File: src/rtl/rs232_pkg.sv
// rs232_pkg: frame geometry and transmit state type shared by the RS232 transmit
// and receive sides.
package rs232_pkg;
  localparam int RS232_DATA_BITS = 8;
  localparam int RS232_FRAME_BITS = 10;
  localparam int RS232_OVERSAMPLE_DEFAULT = 16;
  typedef enum logic [2:0] {IDLE, START, DATA, STOP, GAP} rs232_tx_state_t;
endpackage

File: src/rtl/rs232_bit_timer.sv
// rs232_bit_timer: counts Clock16x cycles within one bit time and flags the last
// cycle of each bit.
module rs232_bit_timer import rs232_pkg::*; #(
  parameter int OVERSAMPLE = RS232_OVERSAMPLE_DEFAULT
) (
  input  logic Clock16x,
  input  logic Reset,
  input  logic restart,
  output logic bit_end
);
  localparam int W = $clog2(OVERSAMPLE);
  logic [W-1:0] cnt;
  assign bit_end = cnt == W'(OVERSAMPLE - 1);
  always_ff @(posedge Clock16x or negedge Reset)
    if (!Reset) cnt <= '0;
    else cnt <= (restart || bit_end) ? '0 : cnt + W'(1);
endmodule

File: src/rtl/rs232_word_txd.sv
// rs232_word_txd: sends one 16-bit word per Send as two back-to-back 8N1 frames
// on Txd, first byte then second byte, with optional mark gap between them.
module rs232_word_txd import rs232_pkg::*; #(
  parameter int OVERSAMPLE = RS232_OVERSAMPLE_DEFAULT,
  parameter int GAP_BITS = 0
) (
  input  logic                       Clock16x,
  input  logic                       Reset,
  input  logic                       Send,
  input  logic [RS232_DATA_BITS-1:0] DataIn1,
  input  logic [RS232_DATA_BITS-1:0] DataIn2,
  output logic                       Busy,
  output logic                       Done,
  output logic                       Txd
);
  localparam logic [2:0] GAP_LAST = 3'(GAP_BITS > 0 ? GAP_BITS - 1 : 0);
  rs232_tx_state_t state, state_next;
  logic [RS232_DATA_BITS-1:0] shift, shift_next, hold;
  logic [2:0] idx, idx_next;
  logic sel, sel_next, bit_end, accept, load2, txd_next, busy_next, done_next;
  rs232_bit_timer #(.OVERSAMPLE(OVERSAMPLE)) u_timer (
    .Clock16x(Clock16x),
    .Reset(Reset),
    .restart(state_next != state),
    .bit_end(bit_end)
  );
  always_ff @(posedge Clock16x or negedge Reset)
    if (!Reset) state <= IDLE;
    else state <= state_next;
  always_comb begin
    state_next = state;
    unique case (state)
      IDLE:    state_next = Send ? START : IDLE;
      START:   state_next = bit_end ? DATA : START;
      DATA:    state_next = (bit_end && idx == 3'd7) ? STOP : DATA;
      STOP:    state_next = !bit_end ? STOP : sel ? IDLE : (GAP_BITS > 0) ? GAP : START;
      GAP:     state_next = (bit_end && idx == GAP_LAST) ? START : GAP;
      default: state_next = IDLE;
    endcase
  end
  // The bit index doubles as the gap bit counter; it is back at 0 after each byte.
  assign accept = state == IDLE && Send;
  assign load2 = state_next == START && (state == STOP || state == GAP);
  always_comb begin
    shift_next = accept ? DataIn1 : load2 ? hold : (state == DATA && bit_end) ? shift >> 1 : shift;
    idx_next = ((state == DATA || state == GAP) && bit_end) ? (state_next == state ? idx + 3'd1 : 3'd0) : idx;
    sel_next = accept ? 1'b0 : load2 ? 1'b1 : sel;
  end
  // Txd is registered from the next state so the line changes on the same edge as the FSM.
  always_comb begin
    txd_next = state_next == START ? 1'b0 : state_next == DATA ? shift_next[0] : 1'b1;
    busy_next = state_next != IDLE;
    done_next = state == STOP && sel && bit_end;
  end
  always_ff @(posedge Clock16x or negedge Reset)
    if (!Reset) begin
      shift <= '0;
      hold <= '0;
      idx <= '0;
      sel <= 1'b0;
      Txd <= 1'b1;
      Busy <= 1'b0;
      Done <= 1'b0;
    end else begin
      shift <= shift_next;
      hold <= accept ? DataIn2 : hold;
      idx <= idx_next;
      sel <= sel_next;
      Txd <= txd_next;
      Busy <= busy_next;
      Done <= done_next;
    end
endmodule

File: config.mk
export PLATFORM = sky130hd
export DESIGN_NAME = rs232_word_txd
export DESIGN_NICKNAME = d
export VERILOG_FILES = /design/src/rtl/rs232_pkg.sv /design/src/rtl/rs232_bit_timer.sv /design/src/rtl/rs232_word_txd.sv
export SDC_FILE = /design/constraint.sdc
export NUM_CORES = 1
export LEC_CHECK = 0
export CORE_ASPECT_RATIO = 0.6
export CORE_MARGIN = 8
export CORE_UTILIZATION = 57
export CTS_CLUSTER_SIZE = 24
export DETAILED_ROUTE_END_ITERATION = 10
export PLACE_DENSITY = 0.86
export SETUP_SLACK_MARGIN = 0.15
export SLEW_MARGIN = 20
export SYNTH_ARGS = -nofsm -noshare
export SYNTH_HDL_FRONTEND = slang
export SYNTH_SLANG_ARGS = --single-unit
File: constraint.sdc
create_clock -name Clock16x -period 3 [get_ports Clock16x]
set_input_delay 0.3 -clock Clock16x [delete_from_list [all_inputs] [get_ports Clock16x]]
set_output_delay 0.3 -clock Clock16x [all_outputs]
set_load 0.03 [all_outputs]
# Word level (Yosys, flattened, before mapping)
# Cells that the tools add are included.
[totals]
regBits = 30
latch_bits = 0
mem_bits_rw = 0
romBits = 0
inputBits = 19
output_inout_bits = 3
word_cells = 54
memories = 0
[classes]
n_addsub = 2
n_mul = 0
div = 0
order_cmp = 0
eq_ne = 10
n_shift = 0
mux = 16
n_bitwise = 0
n_reduce_logical = 16
[ops]
columns = ["cell", "n"]
rows = [
  ["2-to-1 mux 8 bit", 3],
  ["case mux 3 bit (5 select lines)", 1],
  ["equality test 3 x 2 -> 1 bit (second input constant)", 3],
  ["logical AND 1 bit", 8],
  ["2-to-1 mux 1 bit", 7],
  ["equality test 3 x 1 -> 1 bit (second input constant)", 2],
  ["equality test 3 bit (second input constant)", 2],
  ["zero test 3 bit", 2],
  ["2-to-1 mux 3 bit", 2],
  ["nonzero test 3 bit", 2],
  ["adder 4 x 1 -> 4 bit (second input constant)", 1],
  ["equality test 4 bit (second input constant)", 1],
  ["2-to-1 mux 2 bit", 2],
  ["2-to-1 mux 4 bit", 1],
  ["adder 3 x 1 -> 3 bit (second input constant)", 1],
  ["equality test 3 bit", 1],
  ["logical OR 1 bit", 3],
  ["!= test 3 bit", 1],
  ["nonzero test 2 bit", 1],
]

# Depth between registers and ports, before layout
# Gate-level depths: netlist of the first run.
[depth]
word_depth = 10
depth_mapped = 7
depth_no_buf = 7

# By module
# A second synthesis of the first run with hierarchy kept.
[hier_totals]
hier_cells = 128
area_unflattened_um2 = 1510.2
[by_module_without_submodules]
columns = ["module", "n_inst", "cells_each", "area_per_inst_um2", "seq_area_each_um2"]
rows = [
  ["rs232_word_txd", 1, 115, 1338.8, 651.9],
  ["rs232_bit_timer", 1, 13, 171.4, 100.1],
]

# Worst setup path before layout of the first run
# Ideal clock, no wire load.
[synth_path]
path_type = "register to register"
start = "reg idx[0]"
end = "reg shift[0]"
setup_ns = 0.123
t_arrival_ns = 1.582
required_ns = 2.877
setup_slack_ns = 1.295
path_stages_with_launch = 8
n_path_buf = 0
period_less_slack_ns = 1.705
path_cell_list = "dfrtp_1 ha_1 ha_1 nand3b_1 a21o_1 a211oi_4 mux2i_1 o21ai_1"
[synth_via]
elab_chain_cells = 8
elab_cells_between_ends = 11
classes_between = "eq/ne: 2; mux: 5; reduce/logical: 4"
[synth_rtl]
columns = ["element", "line", "source"]
rows = [
  ["start: declaration", "rs232_word_txd.sv:19", "logic [2:0] idx, idx_next;"],
  ["start signal: assignment", "rs232_word_txd.sv:67", "idx <= idx_next;"],
  ["equality test 3 bit or zero test 3 bit (tied branches)", "rs232_word_txd.sv:35, rs232_word_txd.sv:37", ""],
  ["logical AND 1 bit (on tied branches)", "rs232_word_txd.sv:35, rs232_word_txd.sv:37", ""],
  ["2-to-1 mux 1 bit or 2-to-1 mux 3 bit (tied branches)", "rs232_word_txd.sv:35, rs232_word_txd.sv:37", ""],
  ["case mux 3 bit (5 select lines) (*)", "rs232_word_txd.sv:32", "unique case (state)"],
  ["equality test 3 x 1 -> 1 bit (*)", "rs232_word_txd.sv:43", "assign load2 = state_next == START && (state == STOP || state == GAP);"],
  ["logical AND 1 bit (*)", "rs232_word_txd.sv:43", ""],
  ["2-to-1 mux 8 bit (*) (2 in a row)", "rs232_word_txd.sv:45", "shift_next = accept ? DataIn1 : load2 ? hold : (state == DATA && bit_end) ? shift >> 1 : shift;"],
  ["named net shift_next[0]", "rs232_word_txd.sv:18", "logic [RS232_DATA_BITS-1:0] shift, shift_next, hold;"],
  ["end signal: assignment", "rs232_word_txd.sv:65", "shift <= shift_next;"],
  ["end: declaration", "rs232_word_txd.sv:18", ""],
]
# Mark *: on every way through the listed nets, which the timed path passes. The rest lies on a longest branch.
# A chain may end at the register's enable or synchronous reset.

# Final worst setup path of the first run
[layout_path]
start = "reg u_timer.cnt[0]"
end = "reg shift[0]"
[layout_via]
elab_chain_cells = 8
elab_cells_between_ends = 14
classes_between = "eq/ne: 2; mux: 8; reduce/logical: 4"
[layout_rtl]
columns = ["element", "line", "source"]
rows = [
  ["start: declaration", "rs232_bit_timer.sv:12", "logic [W-1:0] cnt;"],
  ["start signal: assignment", "rs232_bit_timer.sv:16", "else cnt <= (restart || bit_end) ? '0 : cnt + W'(1);"],
  ["equality test 4 bit (*)", "rs232_bit_timer.sv:13", "assign bit_end = cnt == W'(OVERSAMPLE - 1);"],
  ["logical AND 1 bit (on tied branches)", "rs232_word_txd.sv:37, rs232_word_txd.sv:35", ""],
  ["2-to-1 mux 3 bit or 2-to-1 mux 1 bit (tied branches)", "rs232_word_txd.sv:37, rs232_word_txd.sv:35", ""],
  ["case mux 3 bit (5 select lines)", "rs232_word_txd.sv:32", ""],
  ["equality test 3 x 1 -> 1 bit", "rs232_word_txd.sv:43", ""],
  ["logical AND 1 bit", "rs232_word_txd.sv:43", ""],
  ["2-to-1 mux 8 bit (*) (2 in a row)", "rs232_word_txd.sv:45", ""],
  ["named net shift_next[0]", "rs232_word_txd.sv:18", ""],
]
# Mark *: on every way through the listed nets, which the timed path passes. The rest lies on a longest branch. The select of a mux whose other input is x is not followed.

==> results.sh, run 1 <==
export IMPL_p_leak_nw=0.779
export IMPL_hold_buffers=0
export IMPL_outcome="finished clean"
export IMPL_io_pins=22
export IMPL_cts_sinks=30
export IMPL_path_clk_slew_ns=0.06
export IMPL_cts_root_buffer="clkbuf_8"
export IMPL_setup_ws_ns=0.736
export IMPL_route_vias_total=1158
export IMPL_synth_ff_type="dfrtp_1"
export IMPL_rows=14
export IMPL_fillers=173
export IMPL_stdcell_area_um2=1800
export IMPL_hold_class="input pin to asynchronous set/reset pin"
export IMPL_max_stage_delay_ns=0.51
export IMPL_cpMaxStageDelayCell="nor3_2"
export IMPL_ys_ff_latch=30
export IMPL_clk_path_buf_depth=2
export IMPL_max_slew_margin=0.655
export IMPL_cp_data_required_time_ns=3.16
export IMPL_dpl_hpwl_um=2350
export IMPL_start_util=0.598
export IMPL_die_height_um=55.6
export IMPL_seqCellArea_um2=752
export IMPL_cpLargestDelayFamily="simple AND/OR/NAND/NOR gates"
export IMPL_critPathKind="flip-flop to flip-flop"
export IMPL_endpoint_kind="flip-flop"
export IMPL_r2r_slack_ns=0.74
export IMPL_drive_above_1_share=0.0893
export IMPL_portBuffers=21
export IMPL_grt_max_degree=31
export IMPL_async_flop_share=1.00
export IMPL_place_area_um2=1710
export IMPL_cts_tree="yes"
export IMPL_cp_max_fo=12
export IMPL_cap_viol_max_count=0
export IMPL_synth_common_cells="nand2_1 (30), dfrtp_1 (29), nor2_1 (9)"
export IMPL_synth_warnings=0
export IMPL_grt_pass1_vias=1147
export IMPL_area_delta_synth_final_pct=21.3
export IMPL_gp_congestion=0.842
export IMPL_timing_rr_start="u_timer.cnt[0]$_DFF_PN0_"
export IMPL_final_nets=190
export IMPL_dr_pass1_iters=4
export IMPL_avgSynthCellArea_um2=10.3
export IMPL_synthTopCellsByArea="dfrtp_1 (49%), nand2_1 (7.6%), a22o_1 (4.7%)"
export IMPL_drt_iter0_drc=98
export IMPL_synth_top_area_share=0.488
export IMPL_total_power_w=0.00153
export IMPL_die_w_um=82.0
export IMPL_peakVddDrop_mv=0.538
export IMPL_core_area_um2=2490
export IMPL_antenna_found_initial=0
export IMPL_cts_htree_levels=2
export IMPL_synth_cell_types=44
export IMPL_via_per_inst=5.79
export IMPL_yosysMostFrequentCell="nand2_1"
export IMPL_period_share=0.755
export IMPL_final_antenna_net_count=0
export IMPL_worst_slew_pin_slew_ns=0.516
export IMPL_skew_ns=0.00737
export IMPL_synth_area_um2=1490
export IMPL_n_antenna_cell=0
export IMPL_synth_edf_count=0
export IMPL_finalSetupViolCount=0
export IMPL_reg2reg_depth=6
export IMPL_route_detailed_drc=0
export IMPL_dp_slack_ns=0.781
export IMPL_numCtsBuffers=5
export IMPL_power_density_nw_per_um2=849
export IMPL_grt_use_total=0.156
export IMPL_min_period_ns=2.26
export IMPL_grt_pass1_wl_um=5460
export IMPL_rsz0062_at_grt="no"
export IMPL_r2r_end="shift[0]$_DFF_PN0_"
export IMPL_synth_fp_nets=167
export IMPL_worstSkewPairLatency_ns=0.28
export IMPL_syn_instance_count=144
export IMPL_post_cts_buffers=0
export IMPL_path_buf_inv=0
export IMPL_maxSlewViolCount=0
export IMPL_die_area_um2=4550
export IMPL_cp_arrival_ns=2.43
export IMPL_cp_start_kind="flip-flop"
export IMPL_post_cts_resized=0
export IMPL_synth_top_cell_by_area="dfrtp_1"
export IMPL_crit_chain="ha_1, nand3_1, nor3_2, mux2_2, mux2i_1, o21ai_1"
export IMPL_wl_per_cell_um=16.3
export IMPL_hold_violations=0
export IMPL_ys_seq_area_frac=0.505
export IMPL_overflow=0
export IMPL_multi_input_area_um2=681
export IMPL_routed_wl_um=3260
export IMPL_fmax_mhz=442
export IMPL_finalSetupTns_ns=0
layer usage:
layer,share of wire,global-route usage,vias to the layer above
li1,-,-,559
met1,0.46,0.206,557
met2,0.46,0.223,34
met3,0.067,0.0548,8
met4,0.017,0.0672,0
met5,0,0,-
registers in the layout, summed over array words and instances (netlist names):
register	flops
hold	8
shift	8
u_timer.cnt	4
idx	3
state	3
Busy	1
Done	1
Txd	1
sel	1
where the power goes:
group,switching [W],internal (W)
clock network,0.000145,0.000185
logic,0.000256,0.000234
registers,0.000145,0.000568
area by class of cell:
type | count | share of cell area
sequential | 30 | 0.417
multi-input combinational | 103 | 0.377
timing repair buffer | 23 | 0.125
clock buffer | 7 | 0.0479
tap | 32 | 0.0222
inverter | 4 | 0.00832
clock inverter | 1 | 0.00277
how the worst max path moves through the flow:
stage / slack, ns / startpoint / cells after the start / endpoint
2_1_floorplan: 1.29 / idx[0]$_DFFE_PN0P_ / 7 / shift[0]$_DFF_PN0_
3_3_place_gp: 0.86 / u_timer.cnt[0]$_DFF_PN0_ / 6 / shift[0]$_DFF_PN0_
3_5_place_dp: 0.78 / u_timer.cnt[0]$_DFF_PN0_ / 6 / shift[0]$_DFF_PN0_
4_1_cts: 0.77 / u_timer.cnt[0]$_DFF_PN0_ / 6 / shift[0]$_DFF_PN0_
5_1_grt: 0.54 / u_timer.cnt[0]$_DFF_PN0_ / 6 / shift[0]$_DFF_PN0_
6_report: 0.74 / u_timer.cnt[0]$_DFF_PN0_ / 6 / shift[0]$_DFF_PN0_
cell families (layout without fill, tap and decap cells):
logic type      Yosys count  after routing  share of synthesized area
simple gates             61             61                      0.204
mux                       3              3                     0.0219
xor+xnor                  2              2                     0.0118
fa+ha+maj                 4              4                     0.0336
buf+inv                  11             35                     0.0370
flops                    30             30                      0.505
compound gates           33             33                      0.187
through the flow:
stage          instances   util  hold slack, ns
6_report             200  0.725           0.401
5_1_grt              200  0.725           0.459
4_1_cts              200  0.725           0.413
3_5_place_dp         192  0.689           0.477
2_1_floorplan        144      -         0.00441
3_3_place_gp         192  0.689           0.467
placed cells by master (no fill, tap or decap), types with 2 or more instances in the layout:
master,netlist,layout
nand2_1,30,30
nand2b_1,2,2
clkdlybuf4s50_1,0,21
inv_1,4,4
a221o_1,6,6
nor3b_1,2,2
a32oi_1,2,2
a22o_1,8,8
a21oi_1,2,2
nor2b_1,4,4
ha_1,4,4
o21ai_0,3,3
buf_4,0,2
clkbuf_8,0,6
mux2_2,2,2
nor3_1,4,4
nor2_1,9,9
dfrtp_1,29,29
Power figures use the tool's default switching activity.
==> run 2, diff against run 1 <==
CORE_UTILIZATION = 53   (was 57)
PLACE_DENSITY = 0.81   (was 0.86)
clock period = 2.1 ns   (was 3 ns; I/O delays follow)
==> run 2 against run 1 <==
Critical path depth increased by 1; die area increased by 5.7%; design area increased by 5.1%; sequential cell count unchanged; critical endpoint unchanged; largest power group unchanged.
==> results.sh, run 2 (synthesized netlist as in run 1, its figures left out) <==
export IMPL_outcome="finished clean"
export IMPL_sw_frac_of_total=0.345
export IMPL_die_height_um=57.0
export IMPL_total_power_w=0.00237
export IMPL_die_area_um2=4810
export IMPL_portBuffers=21
export IMPL_fmax_mhz=549
export IMPL_skew_ns=0.00447
export IMPL_peakVddDrop_mv=0.620
export IMPL_p_leak_nw=0.817
export IMPL_core_area_um2=2780
export IMPL_wl_met1_um=1660
export IMPL_hold_buffers=0
export IMPL_finalSetupTns_ns=0
export IMPL_cell_internal_pwr_w=0.00155
export IMPL_route_vias_total=1189
export IMPL_drt_iter0_drc=47
export IMPL_power_switching_w=0.000820
export IMPL_cp_data_required_time_ns=2.26
export IMPL_start_util=0.536
export IMPL_worst_slew_pin_slew_ns=0.427
export IMPL_combPwrFrac=0.320
export IMPL_wl_met3_um=203
export IMPL_cts_tree="yes"
export IMPL_hold_violations=0
export IMPL_n_antenna_cell=0
export IMPL_final_nets=195
export IMPL_endpoint_kind="flip-flop"
export IMPL_cp_arrival_ns=1.98
export IMPL_grt_use_total=0.156
export IMPL_stdcell_area_um2=1900
export IMPL_dr_pass1_iters=4
export IMPL_grt_pass1_vias=1257
export IMPL_cap_viol_max_count=0
export IMPL_grt_max_degree=31
export IMPL_final_common_cell="nand2_1"
export IMPL_rsz0062_at_grt="no"
export IMPL_overflow=0
export IMPL_clk_path_buf_depth=2
export IMPL_final_cell_mix="nand2_1 (30), dfrtp_1 (29), clkdlybuf4s50_1 (21)"
export IMPL_finalSetupViolCount=0
export IMPL_numCtsBuffers=5
export IMPL_cp_max_fo=5
export IMPL_route_detailed_drc=0
export IMPL_via_per_inst=5.74
export IMPL_period_share=0.867
export IMPL_wl_per_cell_um=16.4
export IMPL_seqPwrFrac=0.423
export IMPL_min_period_ns=1.82
export IMPL_gp_congestion=0.914
export IMPL_rows=15
export IMPL_drive_above_1_share=0.145
export IMPL_place_area_um2=1750
export IMPL_highest_layer="met4"
export IMPL_dpl_hpwl_um=2420
export IMPL_critPathKind="flip-flop to flip-flop"
export IMPL_cts_htree_levels=2
export IMPL_max_slew_margin=0.715
export IMPL_whs_ns=0.307
export IMPL_final_antenna_net_count=0
export IMPL_io_pins=22
export IMPL_maxSlewViolCount=0
export IMPL_clockPowerShare=0.257
export IMPL_worstSkewPairLatency_ns=0.28
export IMPL_top_regs="hold (8), shift (8), u_timer.cnt (4)"
export IMPL_cts_root_buffer="clkbuf_8"
export IMPL_hold_class="input pin to asynchronous set/reset pin"
export IMPL_power_density_nw_per_um2=1250
export IMPL_path_clk_slew_ns=0.07
export IMPL_antenna_found_initial=0
export IMPL_grt_pass1_wl_um=5930
export IMPL_die_w_um=84.4
export IMPL_cts_sinks=30
export IMPL_wl_met2_um=1470
export IMPL_cp_start_kind="flip-flop"
export IMPL_routed_wl_um=3390
export IMPL_area_delta_synth_final_pct=27.5
==> run 2: metal layers <==
metal	vias up	GRT usage
met5	-	0
met4	0	0.0754
met3	10	0.0587
met2	29	0.231
met1	580	0.196
li1	570	-
==> run 2: path summary, 6_finish.rpt <==
check,from,endpoint,slack (ns),depth (start not counted)
max,idx[0]$_DFFE_PN0P_,shift[0]$_DFF_PN0_,0.28,7
min,Reset,u_timer.cnt[3]$_DFF_PN0_,0.31,2
max reg2reg,idx[0]$_DFFE_PN0P_,shift[0]$_DFF_PN0_,0.28,7
min reg2reg,hold[0]$_DFFE_PN0P_,hold[0]$_DFFE_PN0P_,0.48,2
max in group asynchronous,Reset,Txd$_DFF_PN1_,1.48,2
min in group Clock16x,DataIn2[2],hold[2]$_DFFE_PN0P_,0.45,3
==> run 2: layout make-up <==
class / count / area [um2]
clock inverters: 1 / 30.0
flip-flops and latches: 30 / 752
fillers: 223 / 881
repair buffers: 28 / 263
clock buffers: 7 / 86.3
inverters: 4 / 15.0
multi-input cells: 103 / 708
well taps: 34 / 42.5
==> run 2: what timing repair did <==
| item | CTS | global route |
|---|---|---|
| setup endpoints to repair | 0 | 16 |
| setup buffers | 0 | 1 |
| resized for setup | 0 | 6 |
==> run 2: critical path, cell delays in order, from the launching register on <==
cell	delay, ns
dfrtp_1	0.38
ha_1	0.17
ha_1	0.17
nand3b_1	0.10
a21o_1	0.21
a211oi_4	0.36
mux2i_1	0.23
o21ai_1	0.07
==> run 2: power by group through the flow <==
stage	clock network, W	logic (W)	registers (W)
2_1_floorplan	0	0.000543	0.000965
6_report	0.000611	0.000760	0.00100
4_1_cts	0.000616	0.000744	0.000992
3_3_place_gp	0	0.000698	0.000986
5_1_grt	0.000638	0.000853	0.00103
3_5_place_dp	0	0.000742	0.000990
==> run 2: stage by stage <==
step / setup WS, ns / util / instances
6_report: 0.280 / 0.683 / 207
5_1_grt: 0.157 / 0.683 / 207
4_1_cts: 0.157 / 0.670 / 206
3_5_place_dp: 0.158 / 0.628 / 198
3_3_place_gp: 0.252 / 0.628 / 198
2_1_floorplan: 0.395 / - / 144
==> run 3, diff against run 2 <==
ABC_CLOCK_PERIOD_IN_PS = 2100   (was default)
CORE_ASPECT_RATIO = default   (was 0.6)
==> run 3 against run 2 <==
Clock skew shrank 0.0022 ns; clock-buffer cell count is the same; power shrank 13%; register-to-register slack lost 0.12 ns; fmax shrank 6.1%; largest cell class unchanged; design area shrank 3.8%; sequential cell count is the same; sequential share of layout area grew 1.6 points; core utilization shrank 0.98 points; non-clock buffer count is the same; via count shrank 0.42%; die area shrank 1.2%; largest power group unchanged.
==> results.sh, run 3 (synthesized netlist as in run 1, its figures left out) <==
export IMPL_routed_wl_um=3140
export IMPL_hold_class="input pin to asynchronous set/reset pin"
export IMPL_dr_pass1_iters=4
export IMPL_hold_violations=0
export IMPL_wl_per_cell_um=15.4
export IMPL_timing_rr_start="idx[0]$_DFFE_PN0P_"
export IMPL_grt_use_total=0.152
export IMPL_cts_tree="yes"
export IMPL_power_switching_w=0.000751
export IMPL_n_antenna_cell=0
export IMPL_io_pins=22
export IMPL_setup_ws_ns=0.161
export IMPL_via_per_inst=5.80
export IMPL_top_regs="hold (8), shift (8), u_timer.cnt (4)"
export IMPL_total_power_w=0.00208
export IMPL_power_density_nw_per_um2=1140
export IMPL_cpMaxStageDelayCell="dfrtp_1"
export IMPL_die_w_um=69.0
export IMPL_cts_htree_levels=2
export IMPL_final_cell_mix="nand2_1 (30), dfrtp_1 (29), clkdlybuf4s50_1 (21)"
export IMPL_peakVddDrop_mv=0.877
export IMPL_cts_sinks=30
export IMPL_cts_root_buffer="clkbuf_4"
export IMPL_rsz0062_at_grt="yes"
export IMPL_min_period_ns=1.94
export IMPL_fin_cells=204
export IMPL_gp_congestion=0.920
export IMPL_clk_path_buf_depth=2
export IMPL_r2r_end="shift[3]$_DFFE_PN0P_"
export IMPL_dp_slack_ns=0.137
export IMPL_grt_pass1_wl_um=5370
export IMPL_final_nets=195
export IMPL_antenna_found_initial=0
export IMPL_die_area_um2=4760
export IMPL_period_share=0.923
export IMPL_core_area_um2=2710
export IMPL_numCtsBuffers=5
export IMPL_area_delta_synth_final_pct=22.6
export IMPL_max_stage_delay_ns=0.39
export IMPL_fillers=225
export IMPL_finalSetupTns_ns=0
export IMPL_clockPowerShare=0.172
export IMPL_final_antenna_net_count=0
export IMPL_r2r_slack_ns=0.16
export IMPL_critPathKind="flip-flop to flip-flop"
export IMPL_path_buf_inv=3
export IMPL_combPwrFrac=0.349
export IMPL_cpLargestDelayFamily="compound AO/OA/AOI/OAI gates"
export IMPL_path_clk_slew_ns=0.09
export IMPL_rows=19
export IMPL_cp_max_fo=8
export IMPL_endpoint_kind="flip-flop"
export IMPL_cp_arrival_ns=2.16
export IMPL_finalSetupViolCount=0
export IMPL_cp_data_required_time_ns=2.32
export IMPL_crit_chain="inv_1, ha_1, nor2b_1, a32oi_1, a211oi_4, buf_4, buf_4, a221o_1"
export IMPL_grt_max_degree=31
export IMPL_drt_iter0_drc=63
export IMPL_seqPwrFrac=0.479
export IMPL_route_vias_total=1184
export IMPL_max_slew_margin=0.720
export IMPL_p_leak_nw=0.793
export IMPL_drive_above_1_share=0.121
export IMPL_crit_path_frequent_cell="buf_4"
export IMPL_cp_start_kind="flip-flop"
export IMPL_reg2reg_depth=8
export IMPL_overflow=0
export IMPL_place_area_um2=1750
export IMPL_dpl_hpwl_um=2300
export IMPL_grt_pass1_vias=1186
export IMPL_hold_buffers=0
export IMPL_outcome="finished clean"
export IMPL_route_detailed_drc=0
export IMPL_maxSlewViolCount=0
export IMPL_cell_internal_pwr_w=0.00132
export IMPL_cap_viol_max_count=0
export IMPL_start_util=0.549
export IMPL_dp_cells=194
export IMPL_stdcell_area_um2=1820
export IMPL_worst_slew_pin_slew_ns=0.419
export IMPL_final_common_cell="nand2_1"
export IMPL_fmax_mhz=516
export IMPL_portBuffers=21
export IMPL_sw_frac_of_total=0.362
export IMPL_skew_ns=0.00223
export IMPL_worstSkewPairLatency_ns=0.33
export IMPL_die_height_um=69.0
==> run 3: metal layers <==
metal / wire length (um) / vias to the layer above / share of wire / track usage
met4: 71 / 0 / 0.023 / 0.0877
met5: 0 / - / 0 / 0
li1: - / 577 / - / -
met3: 173 / 7 / 0.055 / 0.0468
met1: 1330 / 571 / 0.42 / 0.180
met2: 1570 / 29 / 0.50 / 0.237
==> run 3: timing repair <==
action | 4_1_cts | 5_1_grt
resized for setup | 0 | 1
endpoints found under the setup margin | 1 | 4
pin swaps | 1 | 1
setup buffers | 0 | 2
==> run 3: layout make-up <==
class | instances | area, um2 | share of cell area
well taps | 31 | 38.8 | 0.0213
inverters | 4 | 15.0 | 0.00823
clock inverters | 1 | 5.00 | 0.00274
flip-flops and latches | 30 | 752 | 0.412
clock buffers | 7 | 55.1 | 0.0302
multi-input cells | 103 | 683 | 0.374
repair buffers | 28 | 275 | 0.151
==> run 3: worst max path at each step <==
stage | startpoint | end | slack [ns] | cells past startpoint
2_1_floorplan | idx[0]$_DFFE_PN0P_ | shift[0]$_DFF_PN0_ | 0.39 | 7
3_3_place_gp | Send | shift[0]$_DFF_PN0_ | 0.23 | 6
3_5_place_dp | idx[0]$_DFFE_PN0P_ | shift[0]$_DFF_PN0_ | 0.14 | 7
4_1_cts | idx[0]$_DFFE_PN0P_ | shift[0]$_DFF_PN0_ | 0.16 | 7
5_1_grt | idx[0]$_DFFE_PN0P_ | shift[3]$_DFFE_PN0P_ | 0.09 | 8
6_report | idx[0]$_DFFE_PN0P_ | shift[3]$_DFFE_PN0P_ | 0.16 | 8
==> run 3: through the flow <==
| step | util | hold WS (ns) |
|---|---|---|
| final | 0.673 | 0.259 |
| after global routing | 0.673 | 0.281 |
| after CTS | 0.667 | 0.259 |
| after detailed placement | 0.645 | 0.467 |
| after global placement | 0.645 | 0.461 |
| after floorplan | - | -0.0856 |
==> run 3: power by group through the flow <==
stage          clock network [W]  registers (W)  logic [W]
2_1_floorplan                  0       0.000965   0.000543
3_3_place_gp                   0       0.000990   0.000695
3_5_place_dp                   0        0.00100   0.000724
4_1_cts                 0.000371       0.000992   0.000729
5_1_grt                 0.000395        0.00103   0.000804
6_report                0.000357       0.000994   0.000725
